<file path="src/rtl/bb_pe_acc_if.sv">
`default_nettype none
// ============================================================================
//  Module      : bb_pe_acc_if
//  Description : Beat-in / result-out bundle for the bit-brick PE accumulator.
//                master = beat producer and result consumer
//                slave  = bb_pe_acc
//  Signals     : i_valid/o_ready/i_first/i_last   input beat handshake + framing
//                i_activation/i_weight             2 bits per brick
//                i_A_signed/i_W_signed             operand signedness flags
//                i_shift                           per-beat left shift
//                o_valid/i_ready                   result handshake
//                o_sum/o_ovf/o_count               group result
//  Revision    : 1.0 - initial release
// ============================================================================
interface bb_pe_acc_if #(
    parameter int N_BRICK = 16,
    parameter int SHIFT_W = 3,
    parameter int ACC_W   = 24,
    parameter int CNT_W   = 8
);
    logic                      i_valid;
    logic                      o_ready;
    logic                      i_first;
    logic                      i_last;
    logic [2*N_BRICK-1:0]      i_activation;
    logic [2*N_BRICK-1:0]      i_weight;
    logic                      i_A_signed;
    logic                      i_W_signed;
    logic [SHIFT_W-1:0]        i_shift;
    logic                      o_valid;
    logic                      i_ready;
    logic signed [ACC_W-1:0]   o_sum;
    logic                      o_ovf;
    logic [CNT_W-1:0]          o_count;

    modport master (
        output i_valid, i_first, i_last, i_activation, i_weight,
               i_A_signed, i_W_signed, i_shift, i_ready,
        input  o_ready, o_valid, o_sum, o_ovf, o_count
    );

    modport slave (
        input  i_valid, i_first, i_last, i_activation, i_weight,
               i_A_signed, i_W_signed, i_shift, i_ready,
        output o_ready, o_valid, o_sum, o_ovf, o_count
    );
endinterface
`default_nettype wire

</file>
<file path="src/rtl/bb_pe_acc.sv">
`default_nettype none
// ============================================================================
//  Module      : bb_pe_acc
//  Description : Parametrised bit-brick processing element with group
//                accumulation. Each beat multiplies N_BRICK 2b x 2b brick
//                pairs, sums the products, shifts the sum left by i_shift
//                and accumulates it over a group framed by i_first/i_last.
//                Two pipeline stages: stage 1 registers the shifted brick
//                sum, stage 2 accumulates and loads the result registers.
//  Ports       : i_clk    clock
//                i_rst_n  asynchronous active-low reset
//                bus      bb_pe_acc_if.slave (beat in, group result out)
//  Config      : BB_PE_ACC_SAT_EN - when defined, the accumulator clamps to
//                the signed ACC_W range on overflow; otherwise it wraps.
//                o_ovf reports overflow in both builds.
//  Revision    : 1.0 - initial release
// ============================================================================
module bb_pe_acc #(
    parameter int N_BRICK = 16,
    parameter int SHIFT_W = 3,
    parameter int ACC_W   = 24,
    parameter int CNT_W   = 8
) (
    input  logic         i_clk,
    input  logic         i_rst_n,
    bb_pe_acc_if.slave   bus
);

    // Brick-sum width: 5b products, N_BRICK of them.
    localparam int c_SUM_W = 5 + $clog2(N_BRICK);

    typedef enum logic [0:0] {
        ST_IDLE = 1'b0,     // no group open
        ST_ACC  = 1'b1      // group open, accumulator holds a partial sum
    } state_t;

    // ------------------------------------------------------------------
    // Declarations
    // ------------------------------------------------------------------
    state_t                 r_state;
    state_t                 w_state_next;

    logic                   w_stall;
    logic                   w_accept;

    logic signed [4:0]      w_prod [N_BRICK];
    logic [c_SUM_W-1:0]     w_brick_sum;
    logic [ACC_W-1:0]       w_beat_ext;
    logic [ACC_W-1:0]       w_beat;

    logic                   r_s1_valid;
    logic                   r_s1_first;
    logic                   r_s1_last;
    logic [ACC_W-1:0]       r_s1_beat;

    logic [ACC_W-1:0]       r_acc;
    logic [CNT_W-1:0]       r_cnt;
    logic                   r_ovf;

    logic                   w_start;
    logic [ACC_W-1:0]       w_base;
    logic [ACC_W-1:0]       w_add;
    logic                   w_step_ovf;
    logic [ACC_W-1:0]       w_acc_step;
    logic                   w_grp_ovf;
    logic [CNT_W-1:0]       w_grp_cnt;

    logic [ACC_W-1:0]       w_acc_next;
    logic [CNT_W-1:0]       w_cnt_next;
    logic                   w_ovf_next;
    logic                   w_emit;

    logic                   r_out_valid;
    logic [ACC_W-1:0]       r_out_sum;
    logic                   r_out_ovf;
    logic [CNT_W-1:0]       r_out_cnt;

`ifdef BB_PE_ACC_SAT_EN
    localparam logic [ACC_W-1:0] c_ACC_MAX = {1'b0, {(ACC_W-1){1'b1}}};
    localparam logic [ACC_W-1:0] c_ACC_MIN = {1'b1, {(ACC_W-1){1'b0}}};
`endif

    // ------------------------------------------------------------------
    // Handshake: a held result freezes the whole pipeline, so the input
    // side can only accept when the output register is free to move.
    // ------------------------------------------------------------------
    assign w_stall     = r_out_valid & ~bus.i_ready;
    assign w_accept    = bus.i_valid & ~w_stall;
    assign bus.o_ready = ~w_stall;

    // ------------------------------------------------------------------
    // Brick products. Operands are widened to 3b (sign or zero extended
    // by the per-beat flags) and multiplied at 6b; the product range
    // -6..9 always fits in the low 5 bits.
    // ------------------------------------------------------------------
    for (genvar k = 0; k < N_BRICK; k++) begin : g_brick
        logic [1:0]        w_a_raw;
        logic [1:0]        w_w_raw;
        logic signed [5:0] w_a6;
        logic signed [5:0] w_w6;
        logic signed [5:0] w_p6;

        assign w_a_raw = bus.i_activation[2*k+1:2*k];
        assign w_w_raw = bus.i_weight[2*k+1:2*k];
        assign w_a6    = {{4{bus.i_A_signed & w_a_raw[1]}}, w_a_raw};
        assign w_w6    = {{4{bus.i_W_signed & w_w_raw[1]}}, w_w_raw};
        assign w_p6    = w_a6 * w_w6;
        assign w_prod[k] = w_p6[4:0];
    end

    always_comb begin
        w_brick_sum = '0;
        for (int k = 0; k < N_BRICK; k++) begin
            w_brick_sum = w_brick_sum + {{(c_SUM_W-5){w_prod[k][4]}}, w_prod[k]};
        end
    end

    // Sign-extend to the accumulator width before shifting so the shift
    // never drops significant bits.
    assign w_beat_ext = {{(ACC_W-c_SUM_W){w_brick_sum[c_SUM_W-1]}}, w_brick_sum};
    assign w_beat     = w_beat_ext << bus.i_shift;

    // ------------------------------------------------------------------
    // Stage 1: registered beat value and framing flags
    // ------------------------------------------------------------------
    always_ff @(posedge i_clk or negedge i_rst_n) begin
        if (!i_rst_n) begin
            r_s1_valid <= 1'b0;
            r_s1_first <= 1'b0;
            r_s1_last  <= 1'b0;
            r_s1_beat  <= '0;
        end else if (!w_stall) begin
            r_s1_valid <= w_accept;
            if (w_accept) begin
                r_s1_first <= bus.i_first;
                r_s1_last  <= bus.i_last;
                r_s1_beat  <= w_beat;
            end
        end
    end

    // ------------------------------------------------------------------
    // Stage 2 datapath: one accumulate step for the beat in stage 1.
    // A beat arriving with no open group starts one, as does i_first.
    // ------------------------------------------------------------------
    always_comb begin
        w_start    = r_s1_first | (r_state == ST_IDLE);
        w_base     = w_start ? '0 : r_acc;
        w_add      = w_base + r_s1_beat;
        // Signed overflow: operands agree in sign, result does not.
        w_step_ovf = (w_base[ACC_W-1] == r_s1_beat[ACC_W-1]) &&
                     (w_add[ACC_W-1]  != w_base[ACC_W-1]);
`ifdef BB_PE_ACC_SAT_EN
        if (w_step_ovf) begin
            w_acc_step = w_base[ACC_W-1] ? c_ACC_MIN : c_ACC_MAX;
        end else begin
            w_acc_step = w_add;
        end
`else
        w_acc_step = w_add;
`endif
        w_grp_ovf = (~w_start & r_ovf) | w_step_ovf;
        if (w_start) begin
            w_grp_cnt = {{(CNT_W-1){1'b0}}, 1'b1};
        end else if (&r_cnt) begin
            w_grp_cnt = r_cnt;
        end else begin
            w_grp_cnt = r_cnt + 1'b1;
        end
    end

    // ------------------------------------------------------------------
    // Group FSM: state register
    // ------------------------------------------------------------------
    always_ff @(posedge i_clk or negedge i_rst_n) begin
        if (!i_rst_n) begin
            r_state <= ST_IDLE;
        end else begin
            r_state <= w_state_next;
        end
    end

    // ------------------------------------------------------------------
    // Group FSM: next state, accumulator update and emit decision
    // ------------------------------------------------------------------
    always_comb begin
        w_state_next = r_state;
        w_acc_next   = r_acc;
        w_cnt_next   = r_cnt;
        w_ovf_next   = r_ovf;
        w_emit       = 1'b0;

        if (r_s1_valid && !w_stall) begin
            if (r_s1_last) begin
                // Closing beat: publish the result and leave a clean slate.
                w_emit       = 1'b1;
                w_acc_next   = '0;
                w_cnt_next   = '0;
                w_ovf_next   = 1'b0;
                w_state_next = ST_IDLE;
            end else begin
                w_acc_next   = w_acc_step;
                w_cnt_next   = w_grp_cnt;
                w_ovf_next   = w_grp_ovf;
                w_state_next = ST_ACC;
            end
        end
    end

    always_ff @(posedge i_clk or negedge i_rst_n) begin
        if (!i_rst_n) begin
            r_acc <= '0;
            r_cnt <= '0;
            r_ovf <= 1'b0;
        end else begin
            r_acc <= w_acc_next;
            r_cnt <= w_cnt_next;
            r_ovf <= w_ovf_next;
        end
    end

    // ------------------------------------------------------------------
    // Result registers. They only move when not stalled; a consumed
    // result with nothing new behind it drops o_valid on that edge.
    // ------------------------------------------------------------------
    always_ff @(posedge i_clk or negedge i_rst_n) begin
        if (!i_rst_n) begin
            r_out_valid <= 1'b0;
            r_out_sum   <= '0;
            r_out_ovf   <= 1'b0;
            r_out_cnt   <= '0;
        end else if (!w_stall) begin
            r_out_valid <= w_emit;
            if (w_emit) begin
                r_out_sum <= w_acc_step;
                r_out_ovf <= w_grp_ovf;
                r_out_cnt <= w_grp_cnt;
            end
        end
    end

    assign bus.o_valid = r_out_valid;
    assign bus.o_sum   = r_out_sum;
    assign bus.o_ovf   = r_out_ovf;
    assign bus.o_count = r_out_cnt;

endmodule
`default_nettype wire

</file>
<file path="src/flat_wrapper.sv">
// flat-port wrapper written by rule: the top's interface ports become plain ports
module bb_pe_acc_flat 
#(
    parameter int N_BRICK = 16,
    parameter int SHIFT_W = 3,
    parameter int ACC_W   = 24,
    parameter int CNT_W   = 8
)
  (i_clk, i_rst_n, bus_i_valid, bus_i_first, bus_i_last, bus_i_activation, bus_i_weight, bus_i_A_signed, bus_i_W_signed, bus_i_shift, bus_i_ready, bus_o_ready, bus_o_valid, bus_o_sum, bus_o_ovf, bus_o_count);
  bb_pe_acc_if #(.N_BRICK(N_BRICK), .SHIFT_W(SHIFT_W), .ACC_W(ACC_W), .CNT_W(CNT_W)) bus_i ();
  input  logic i_clk;
  input  logic i_rst_n;
  input wire logic [$bits(bus_i.i_valid)-1:0] bus_i_valid;
  input wire logic [$bits(bus_i.i_first)-1:0] bus_i_first;
  input wire logic [$bits(bus_i.i_last)-1:0] bus_i_last;
  input wire logic [$bits(bus_i.i_activation)-1:0] bus_i_activation;
  input wire logic [$bits(bus_i.i_weight)-1:0] bus_i_weight;
  input wire logic [$bits(bus_i.i_A_signed)-1:0] bus_i_A_signed;
  input wire logic [$bits(bus_i.i_W_signed)-1:0] bus_i_W_signed;
  input wire logic [$bits(bus_i.i_shift)-1:0] bus_i_shift;
  input wire logic [$bits(bus_i.i_ready)-1:0] bus_i_ready;
  output wire logic [$bits(bus_i.o_ready)-1:0] bus_o_ready;
  output wire logic [$bits(bus_i.o_valid)-1:0] bus_o_valid;
  output wire logic [$bits(bus_i.o_sum)-1:0] bus_o_sum;
  output wire logic [$bits(bus_i.o_ovf)-1:0] bus_o_ovf;
  output wire logic [$bits(bus_i.o_count)-1:0] bus_o_count;
  assign bus_i.i_valid = bus_i_valid;
  assign bus_i.i_first = bus_i_first;
  assign bus_i.i_last = bus_i_last;
  assign bus_i.i_activation = bus_i_activation;
  assign bus_i.i_weight = bus_i_weight;
  assign bus_i.i_A_signed = bus_i_A_signed;
  assign bus_i.i_W_signed = bus_i_W_signed;
  assign bus_i.i_shift = bus_i_shift;
  assign bus_i.i_ready = bus_i_ready;
  assign bus_o_ready = bus_i.o_ready;
  assign bus_o_valid = bus_i.o_valid;
  assign bus_o_sum = bus_i.o_sum;
  assign bus_o_ovf = bus_i.o_ovf;
  assign bus_o_count = bus_i.o_count;
  bb_pe_acc #(.N_BRICK(N_BRICK), .SHIFT_W(SHIFT_W), .ACC_W(ACC_W), .CNT_W(CNT_W)) u_core (.i_clk(i_clk), .i_rst_n(i_rst_n), .bus(bus_i));
endmodule
</file>
<file path="config.mk">
export PLATFORM = sky130hd
export DESIGN_NAME = bb_pe_acc_flat
export DESIGN_NICKNAME = d
export VERILOG_FILES = /design/src/rtl/bb_pe_acc_if.sv /design/src/rtl/bb_pe_acc.sv /design/src/flat_wrapper.sv
export SDC_FILE = /design/constraint.sdc
export NUM_CORES = 1
export LEC_CHECK = 0
export ABC_AREA = 1
export CORE_MARGIN = 2
export CORE_UTILIZATION = 50
export DETAILED_ROUTE_END_ITERATION = 8
export GPL_ROUTABILITY_DRIVEN = 0
export PLACE_DENSITY = 0.72
export SETUP_SLACK_MARGIN = 0.5
export SLEW_MARGIN = 20
export SYNTH_ARGS = -nofsm -noshare
export SYNTH_HDL_FRONTEND = slang
export SYNTH_SLANG_ARGS = --single-unit
</file>
<file path="constraint.sdc">
create_clock -name i_clk -period 8.2 [get_ports i_clk]
set_clock_uncertainty 0.2 [all_clocks]
set_input_delay 0.82 -clock i_clk [delete_from_list [all_inputs] [get_ports i_clk]]
set_output_delay 0.82 -clock i_clk [all_outputs]
set_load 0.02 [all_outputs]
</file>
==> out/summary.log <==
[cts] worst skew pair latency 0.34 ns
[sta] post-route setup TNS 0 ns
[yosys] dominant cells by area after synthesis sky130_fd_sc_hd__fa_1 22%, sky130_fd_sc_hd__dfrtp_1 20%, sky130_fd_sc_hd__nand2_1 11%, sky130_fd_sc_hd__ha_1 11%, sky130_fd_sc_hd__inv_1 9.9%
[route] Detailed Route Iter0 Violations 366
[yosys] Seq/Total Area, Yosys 20.1%
[status] outcome completed
[worst_hold_path] type of the tightest min-delay check input pin to asynchronous set/reset pin
[sta] minimum clock period after layout 7.52 ns
[critical_path] critical setup path kind input pin to flip-flop
[floorplan] die span in x 151 um
[critical_path] critical path endpoint category flip-flop
[critical_path] kind of start point of the critical path input pin
[sta] achievable clock frequency 0.133 GHz
[cts] clock-pin slew on the worst setup and hold paths 0.07 ns
[final_layout] NumNets Final 1,860
[critical_path] largest delay contributor family on the critical path adder cells
[final_layout] fraction of final layout cells with drive strength greater than 1 21.3%
[sta] total of endpoints with negative setup slack in the final report 0
[yosys] dominant synthesized flop cell sky130_fd_sc_hd__dfrtp_1
[critical_path] cell with the most instances on the worst path sky130_fd_sc_hd__fa_1
[yosys] Mean Syn Cell Area 7.86 um2
[floorplan] Die Outline Area 22,900 um2
[route] total wirelength of the detailed-routed design 25.3 mm
[sta] minimum hold slack 0.259 ns
[route] antenna viol nets, final 0
[yosys] Syn Std Cell Area 10,800 um2
[cts] CTS tree done
[critical_path] CP Data Required Time 8.27 ns
[yosys] share of the synthesized area in the top cell type 22.2%
[sta] Setup WS post-layout 0.676 ns
[route] routed wire length per instance 13.6 um
[cts] count of clock tree sinks 87
[sta] count of final max-slew check failures 0
[grt] pin count of the biggest net entering global routing 52
[route] TritonRoute pass-1 iters 5
[route] DRC violations left 0
[yosys] number of flip-flops and latches in the synthesized netlist 87
[cts] cts bufs inserted 9
[floorplan] row count 53
[sta] worst slew margin relative to its limit 41.2%
[yosys] Synth Instances 1,378
[floorplan] floorplan die height 151 um
[yosys] most numerous cell in the Yosys netlist sky130_fd_sc_hd__nand2_1
[floorplan] Core Footprint 21,200 um2
[critical_path] reg-to-reg critical path startpoint u_core.r_s1_first
[sta] final count of hold timing violations 0
[final_layout] area overhead of the layout relative to synthesis 29.5%
[cts] H-tree depth reported by CTS 3
[flow_run] number of violations of the max-capacitance limit 0
[route] DR vias/cell 5.03
[placement] final HPWL from detailed placement 20.0 mm
[sta] Tightest Pin Transition 0.877 ns
[grt] final global-route overflow total 0
[grt] via count of the first global-routing pass 9,380
[floorplan] number of primary I/O pins 110
[cts] CTS Root Buffer Type sky130_fd_sc_hd__clkbuf_16
[floorplan] initial standard-cell utilization of the core 51.2%
[critical_path] delay contributed by the slowest stage of the critical path 0.52 ns
[critical_path] WP data arrival 7.59 ns
[grt] global-route wire length before repair 42.5 mm
[placement] pre-CTS setup slack -0.294 ns
[route] via count of the routed design 9,325
[yosys] share of async-settable or async-resettable flops after synthesis 100%
[yosys] total number of yosys warnings 0
[grt] initial antenna violation count 1
[critical_path] Setup crit start bus_i_W_signed
[sta] Final period util 91.8%
[yosys] total nets after synthesis 1,665
[critical_path] total buffers and inverters traversed by the critical path 7
[cts] cts-stage hold buffer count 0
[critical_path] crit-path max FO 5
[grt] GRT Resource Usage Total 22.8%
[yosys] most common library cells after synthesis 326 x sky130_fd_sc_hd__nand2_1, 285 x sky130_fd_sc_hd__inv_1, 120 x sky130_fd_sc_hd__fa_1
[critical_path] slowest cell on the critical path sky130_fd_sc_hd__fa_1
[yosys] Post-synth EDFFs 0
[placement] port bufs 109
[final_layout] utilization of the core after routing 66.3%
[yosys] library cells used by synthesis 47
[sta] unrepaired setup endpoints after global routing true
[cts] clk buf depth 2
[yosys] largest area contributor in the synthesized netlist sky130_fd_sc_hd__fa_1
## kinds of logic after synthesis
kind of cell	Yosys count	synth area share [%]
fa+ha+maj	212	32.8
buf+inv	313	11.0
xor+xnor	79	6.38
flops	87	20.1
compound gates	143	7.82
simple gates	544	21.9
## flip-flops by register name, summed over array words and instances, names as in the netlist
signal and cells:
u_core.r_acc 24, u_core.r_ovf 1, u_core.bus.o_valid 1, u_core.r_s1_beat 16, u_core.r_state 1, u_core.bus.o_count 8
u_core.r_cnt 8, u_core.bus.o_sum 24, u_core.r_s1_valid 1, u_core.bus.o_ovf 1, u_core.r_s1_first 1, u_core.r_s1_last 1
## per-layer routing
| metal | global-route usage [%] | vias up | wire, um |
|---|---|---|---|
| met2 | 40.1 | 183 | 12900 |
| li1 | - | 4646 | - |
| met1 | 30.5 | 4467 | 11200 |
| met4 | 4.25 | 0 | 320 |
| met5 | 0 | - | 0 |
| met3 | 2.74 | 29 | 889 |
## layout by cell type, fill, tap and decap left out, types with 14 or more instances in the layout
cell	instances
sky130_fd_sc_hd__buf_4	87
sky130_fd_sc_hd__clkdlybuf4s50_1	52
sky130_fd_sc_hd__inv_2	32
sky130_fd_sc_hd__or2_2	19
sky130_fd_sc_hd__fa_1	103
sky130_fd_sc_hd__o21ai_0	45
sky130_fd_sc_hd__nor2_1	61
sky130_fd_sc_hd__inv_1	256
sky130_fd_sc_hd__ha_1	67
sky130_fd_sc_hd__nand2_2	36
sky130_fd_sc_hd__dfrtp_1	87
sky130_fd_sc_hd__ha_4	16
sky130_fd_sc_hd__xnor2_2	14
sky130_fd_sc_hd__nand2_1	288
sky130_fd_sc_hd__nand3_2	17
sky130_fd_sc_hd__fa_2	17
sky130_fd_sc_hd__xor2_1	49
sky130_fd_sc_hd__a21oi_1	33
sky130_fd_sc_hd__xnor2_1	15
sky130_fd_sc_hd__nand3_1	62
sky130_fd_sc_hd__o22ai_1	17
sky130_fd_sc_hd__dlymetal6s2s_1	38
## what timing repair did
item	in CTS	in global routing
buffers inserted	25	14
gates cloned	2	0
pin swaps	70	118
endpoints found under the setup margin	13	13
hold endpoints to repair	0	0
gates resized for setup	72	185
## through the flow
stage,instance area [um2],cells
detailed placement,12700,1796
floorplan,10900,1378
global route,14000,1854
global placement,12700,1796
CTS,13400,1839
finish,14000,1854
## cell type report
| type | instances | area (um2) |
|---|---|---|
| Clock inverter | 5 | 63.8 |
| Tap cell | 275 | 344 |
| Clock buffer | 11 | 253 |
| Multi-Input combinational cell | 978 | 8140 |
| Inverter | 292 | 1100 |
| Fill cell | 1701 | 7120 |
| Timing Repair Buffer | 205 | 1950 |
| Sequential cell | 87 | 2180 |
| Antenna cell | 1 | 2.50 |
## final timing paths
| check | slack, ns | endpoint | cells past startpoint |
|---|---|---|---|
| setup / recovery | 0.68 | u_core.r_s1_beat[11] | 33 |
| hold / removal | 0.26 | u_core.bus.o_count[7] | 1 |
| setup reg to reg | 4.54 | u_core.bus.o_sum[23] | 12 |
| hold reg to reg | 0.28 | u_core.bus.o_sum[20] | 2 |
| max in group asynchronous | 6.57 | u_core.r_acc[10] | 2 |
| min in group i_clk | 0.28 | u_core.bus.o_sum[20] | 2 |
Power is left out: the tool's default activity adds up to more than one toggle a clock period on the data nets, which glitch-free logic cannot reach.
